$ cat config.mk
export PLATFORM = sky130hd
export DESIGN_NAME = alu
export DESIGN_NICKNAME = d
export VERILOG_FILES = /design/src/rtl/alu_pkg.sv /design/src/rtl/alu_core.sv /design/src/rtl/alu.sv
export SDC_FILE = /design/constraint.sdc
export NUM_CORES = 1
export LEC_CHECK = 0
export ABC_AREA = 1
export BUFFER_PORTS_ARGS = -buffer_cell sky130_fd_sc_hd__buf_2
export CORE_ASPECT_RATIO = 1.75
export CORE_MARGIN = 10
export CORE_UTILIZATION = 30
export DETAILED_ROUTE_END_ITERATION = 6
export GPL_ROUTABILITY_DRIVEN = 0
export GPL_TIMING_DRIVEN = 0
export SYNTH_ARGS = -nofsm -noshare
export SYNTH_HDL_FRONTEND = slang
export SYNTH_SLANG_ARGS = --single-unit
$ cat constraint.sdc
create_clock -name clk -period 0.9 [get_ports clk]
set_clock_uncertainty 0.2 [all_clocks]
set_input_delay 0.135 -clock clk [delete_from_list [all_inputs] [get_ports clk]]
set_output_delay 0.135 -clock clk [all_outputs]
set_load 0.01 [all_outputs]
$ cat src/rtl/alu_pkg.sv
// Shared constants for the 4-bit registered ALU: widths and opcode map.
package alu_pkg;

    localparam int DW = 4;  // operand width
    localparam int RW = 5;  // result width (one extra bit for carry/borrow)

    localparam logic [2:0] OP_ADD   = 3'b000;
    localparam logic [2:0] OP_SUB   = 3'b001;
    localparam logic [2:0] OP_INC   = 3'b010;
    localparam logic [2:0] OP_NOTB  = 3'b011;
    localparam logic [2:0] OP_AND   = 3'b100;
    localparam logic [2:0] OP_OR    = 3'b101;
    localparam logic [2:0] OP_XOR   = 3'b110;
    localparam logic [2:0] OP_PASSA = 3'b111;

endpackage

$ cat src/rtl/alu_core.sv
// Combinational opcode decode and result mux for the ALU.
// Bit 4 of the result carries carry (ADD/INC), borrow (SUB) or 0 (logic ops).
module alu_core
    import alu_pkg::*;
(
    input  logic [DW-1:0] a,
    input  logic [DW-1:0] b,
    input  logic [2:0]    sel,
    output logic [RW-1:0] y_next,
    output logic          zero_next
);

    logic [RW-1:0] a_ext;
    logic [RW-1:0] b_ext;

    assign a_ext = {1'b0, a};
    assign b_ext = {1'b0, b};

    // Result mux; 5-bit unsigned wrap makes bit 4 of SUB the borrow (a < b).
    always_comb begin
        y_next = '0;
        case (sel)
            OP_ADD:   y_next = a_ext + b_ext;
            OP_SUB:   y_next = a_ext - b_ext;
            OP_INC:   y_next = a_ext + 5'd1;
            OP_NOTB:  y_next = {1'b0, ~b};
            OP_AND:   y_next = {1'b0, a & b};
            OP_OR:    y_next = {1'b0, a | b};
            OP_XOR:   y_next = {1'b0, a ^ b};
            OP_PASSA: y_next = a_ext;
            default:  y_next = '0;
        endcase
    end

    assign zero_next = (y_next == '0);

endmodule

$ cat src/rtl/alu.sv
// Registered 4-bit ALU: one-cycle latency, full throughput, no handshake.
// The only state is the result register and its zero flag.
module alu
    import alu_pkg::*;
(
    input  logic          clk,
    input  logic          rst_n,
    input  logic [DW-1:0] a,
    input  logic [DW-1:0] b,
    input  logic [2:0]    sel,
    output logic [RW-1:0] y,
    output logic          zero
);

    logic [RW-1:0] y_next;
    logic          zero_next;

    alu_core u_core (
        .a         (a),
        .b         (b),
        .sel       (sel),
        .y_next    (y_next),
        .zero_next (zero_next)
    );

    // Result/flag register; reset value is a zero result, so zero reads 1.
    always_ff @(posedge clk or negedge rst_n) begin
        if (!rst_n) begin
            y    <= '0;
            zero <= 1'b1;
        end else begin
            y    <= y_next;
            zero <= zero_next;
        end
    end

endmodule

# [Word level (Yosys, flattened, before mapping)]
# Cells that the tools add are included.
[totals] regBits=6 out_inout_bits=6 inputBits=13 word_cells=19
[classes] n_mux=1 n_eq_ne=7 reduce_logical=2 add_sub_neg=3 bitwise=4
[ops] op="5-bit case mux with 8 select lines" count=1
[ops] op="3-bit == test, second input constant" count=4
[ops] op="3-bit by 2-bit == test with 1-bit output, second input constant" count=2
[ops] op="4-bit by 1-bit adder with 5-bit output, second input constant" count=1
[ops] op="4-bit by 4-bit adder with 5-bit output" count=1
[ops] op="5-bit logical NOT" count=1
[ops] op="4-bit by 4-bit subtractor with 5-bit output" count=1
[ops] op="4-bit AND" count=1
[ops] op="4-bit inverter" count=1
[ops] op="4-bit bitwise OR" count=1
[ops] op="4-bit XOR" count=1
[ops] op="3-bit by 1-bit == test with 1-bit output, second input constant" count=1
[ops] op="3-bit logical NOT" count=1

# [Depth between registers and ports, before layout]
[logic_depth] word_depth=3 mapped_depth=16 ltp_nobuf=15

# [Modules after synthesis]
# Synthesis repeated with hierarchy kept, for this count alone.
[hier_totals] cells_unflattened=130 area_unflattened_um2=904.6
[modules_own_cells] module="alu_core" area_per_inst_um2=753.2 cells_per_inst=124 instances=1 seq_area_each_um2=0.0
[modules_own_cells] module="alu" area_per_inst_um2=151.4 cells_per_inst=6 instances=1 seq_area_each_um2=151.4

# [Worst setup path before layout]
# Ideal clock, no wire load.
[synth_timing] path_kind="input-to-reg" from="input sel[0]" to="register zero" path_stages=9 t_arrival_ns=1.653 path_buffers=1 slack_ns=-1.017 setup_time_ns=0.064 cell_sequence="buf_6 > nor3_1 > o31ai_1 > fa_1 > xor2_1 > nor2_1 > o21bai_4 > nand3_2 > nor2_2"
[synth_between] elab_chain_cells=3 word_cells_on_any_way=10 cone_classes="eq/ne (7); mux (1); reduce/logical (2)"
[synth_lines] element="start, declared" line_no="alu.sv:10" text="input logic [2:0] sel,"
[synth_lines] element="3-bit == test (tied with other cells)" line_no="alu_core.sv:22" text="case (sel)"
[synth_lines] element="5-bit case mux with 8 select lines *" line_no="alu_core.sv:22"
[synth_lines] element="5-bit logical NOT *" line_no="alu_core.sv:35" text="assign zero_next = (y_next == '0);"
[synth_lines] element="named net u_core.zero_next" line_no="alu_core.sv:10" text="output logic zero_next"
[synth_lines] element="end signal, assigned" line_no="alu.sv:33" text="zero <= zero_next;"
[synth_lines] element="end, declared" line_no="alu.sv:12" text="output logic zero"
# Mark *: on every way through the listed nets, which the timed path passes. The rest lies on a longest branch.

# [Worst setup path after layout]
[layout_timing] from="input sel[2]" to="register zero"
# Same word-level chain as after synthesis.

==> Implementation_results.wiki <==
{| class="wikitable"
! Metric !! Value
|-
| Static Leakage || 0.727 nW
|-
| Yosys Warn Count || 0
|-
| Critical path launch point type || input port
|-
| Violations in the final reports || negative setup slack
|-
| Via total after detailed routing || 980
|-
| Clock Tree Buf Depth || 2
|-
| Initial standard-cell utilization of the core || 31.3%
|-
| Syn Nets || 162
|-
| Number of storage elements in the synthesis netlist || 6
|-
| Register area share after synthesis || 16.5%
|-
| Clock buffer count from CTS || 3
|-
| Power Density || 1020 nW/um^2
|-
| Most frequent standard cell in the layout excluding fill and tap cells || inv_1
|-
| Number of global-route vias before repair || 990
|-
| Clock transition at the register clock pins on the worst setup and hold paths after CTS || 0.04 ns
|-
| Internal cell power || 938 uW
|-
| Ratio of final minimum period to clock period || 197%
|-
| Worst-margin pin slew || 0.323 ns
|-
| Die Outline Area || 5760 sq um
|-
| Maximum ir drop on the vdd rail || 601 uV
|-
| Tightest Hold Check Type || in2async
|-
| Number of vias per cell || 5.00
|-
| Total global routing track utilization || 9.20%
|-
| Highest attainable clock frequency || 563 MHz
|-
| Setup repair after global routing missed its margin || yes
|-
| Top-Level Pins || 19
|-
| Cells after synthesis || 135
|-
| Port Buf Inserts || 16
|-
| Global-route wire length before repair || 4170 um
|-
| Post-route insts no fill || 196
|-
| Required time of the critical path || 0.86 ns
|-
| Number of antenna violations at the first check in global routing || 0
|-
| Run status || complete, but fails checks
|-
| DRT antenna net count || 0
|-
| Pin count of the biggest net entering global routing || 10
|-
| Routed wire per std cell || 13.8 um
|-
| Placeable core region || 2930 sq um
|-
| Fraction of layout instances using a drive strength above 1 || 48.8%
|-
| Final routed DRC violation total || 0
|-
| Number of cells after detailed placement || 179
|-
| Switching share of power || 35.2%
|-
| Net switching power || 509 uW
|-
| Syn-to-layout area delta || 55.3%
|-
| Final hold violation count || 0
|-
| Sequential power share || 22.2%
|-
| Final setup fails || 12
|-
| Biggest area contributors in the synthesized netlist || ha_1, dfrtp_1, inv_1, nand2_1, nor2_1
|-
| Filler cell count || 294
|-
| CP Max Fanout || 4
|-
| Count of pins over their slew limit || 0
|-
| Number of placement rows || 26
|-
| Max Cap Viol || 0
|-
| Detailed placement HPWL || 2100 um
|-
| TritonCTS clock tree || built
|-
| Clock Tree Root || clkbuf_8
|-
| Aggregate routed wire length || 2710 um
|-
| H-Tree Level Count || 1
|-
| Netlist Area Pre-Place || 917 sq um
|-
| Combinational power share || 48.7%
|-
| Largest stage delay on the critical path || 0.38 ns
|-
| Fraction of post-synthesis cell area in the top cell type by area || 17.7%
|-
| Kind of end point of the critical path || register
|-
| CP max stage cell || fa_2
|-
| Vertical die dimension || 93.1 um
|-
| Combined buffer and inverter count along the critical path || 4
|-
| Placement-stage worst setup slack || -1.23 ns
|-
| Worst endpoint data arrival time || 1.73 ns
|-
| Fraction of the core area covered by cells at the end of the flow || 48.6%
|-
| Clock power frac || 29.1%
|-
| Number of nets in the layout || 196
|-
| Final min period || 1.78 ns
|-
| Top cell type by total area after synthesis || ha_1
|-
| Cell family with the largest share of critical-path delay || simple AND/OR/NAND/NOR gates
|-
| Starting DRT DRC Count || 24
|-
| Synthesized area divided by synthesized cell count || 6.79 sq um
|-
| Category of the critical setup timing path || in2reg
|-
| Commonest cells after routing, fill and taps aside || inv_1, nor2_1, nand2_1
|-
| Count of distinct cell types in the synthesized netlist || 24
|-
| Final Worst Setup Slack || -0.876 ns
|-
| Crit-path cells || buf_12, buf_8, nor3_4, buf_6, o31ai_4, fa_2, buf_4, a21oi_2, nand2_2, nand3_4, nand3_2, nor2_2
|-
| Max transition margin || 78.4%
|-
| Iteration count of the initial detailed-routing pass || 4
|-
| Sink Count || 6
|-
| Grt ovf || 0
|-
| Count of inserted antenna diode cells || 0
|-
| Die extent in x || 61.8 um
|}
-- synthesized netlist by cell type (all sizes together) --
cell	count
xor2	1
or2	1
o21bai	1
o21ai	2
buf	3
a21oi	3
dfstp	1
nand4	6
inv	32
dfrtp	5
ha	13
nand2	24
nor2	21
nor3	3
fa	1
nand3	15
a31oi	1
o31ai	2
-- what timing repair did --
action,CTS,global route
hold endpoints to repair,6,0
pin swaps,21,20
setup endpoints to repair,12,12
resized for setup,32,16
setup buffers,6,6
hold buffers,1,0
-- kinds of logic after synthesis --
family,count (synthesis),synth area share (%)
compound gates,9,7.09
xor+xnor,1,0.955
fa+ha+maj,14,19.9
buf+inv,35,16.8
flops,6,16.5
simple gates,70,38.7
-- through the flow --
stage	total power, mW	cell area [sq um]	setup TNS [ns]	hold WS (ns)
after floorplan	0.690	986	-4.74	-0.361
after global placement	0.835	1100	-6.59	-0.245
after detailed placement	0.849	1100	-6.65	-0.240
after CTS	1.37	1300	-5.07	0.0651
after global routing	1.55	1420	-5.96	0.0781
final	1.45	1420	-5.39	0.0671
-- metal layers --
metal / share of wire, % / vias to the layer above / GRT usage (%)
li1: - / 494 / -
met1: 33 / 451 / 8.57
met2: 59 / 28 / 16.7
met3: 3.7 / 7 / 1.63
met4: 3.4 / 0 / 6.55
met5: 0 / - / 0
-- worst paths after layout --
path                       cells past startpoint  endpoint  startpoint
max                                           12      zero      sel[2]
min                                            2      y[0]       rst_n
max in group asynchronous                      2      zero       rst_n
min in group clk                               5      y[3]      sel[1]
-- layout make-up --
type                       count  area [sq um]  area share, %
inverter                      32           148           10.4
sequential                     6           151           10.6
tap                           28          35.0           2.46
timing repair buffer          29           226           15.9
multi-input combinational     94           763           53.6
buffer                         3          55.1           3.87
clock buffer                   4          45.0           3.16
-- registers in the layout (all words and copies together), names as in the netlist --
| signal | count |
|---|---|
| y | 5 |
| zero | 1 |
-- power groups by stage --
stage | combinational (mW) | sequential (mW) | clock, mW
after floorplan | 0.347 | 0.342 | 0
after global placement | 0.515 | 0.320 | 0
after detailed placement | 0.529 | 0.320 | 0
after CTS | 0.618 | 0.319 | 0.429
after global routing | 0.768 | 0.324 | 0.456
final | 0.705 | 0.321 | 0.422
Note: power is estimated with default switching activity, not from simulation.
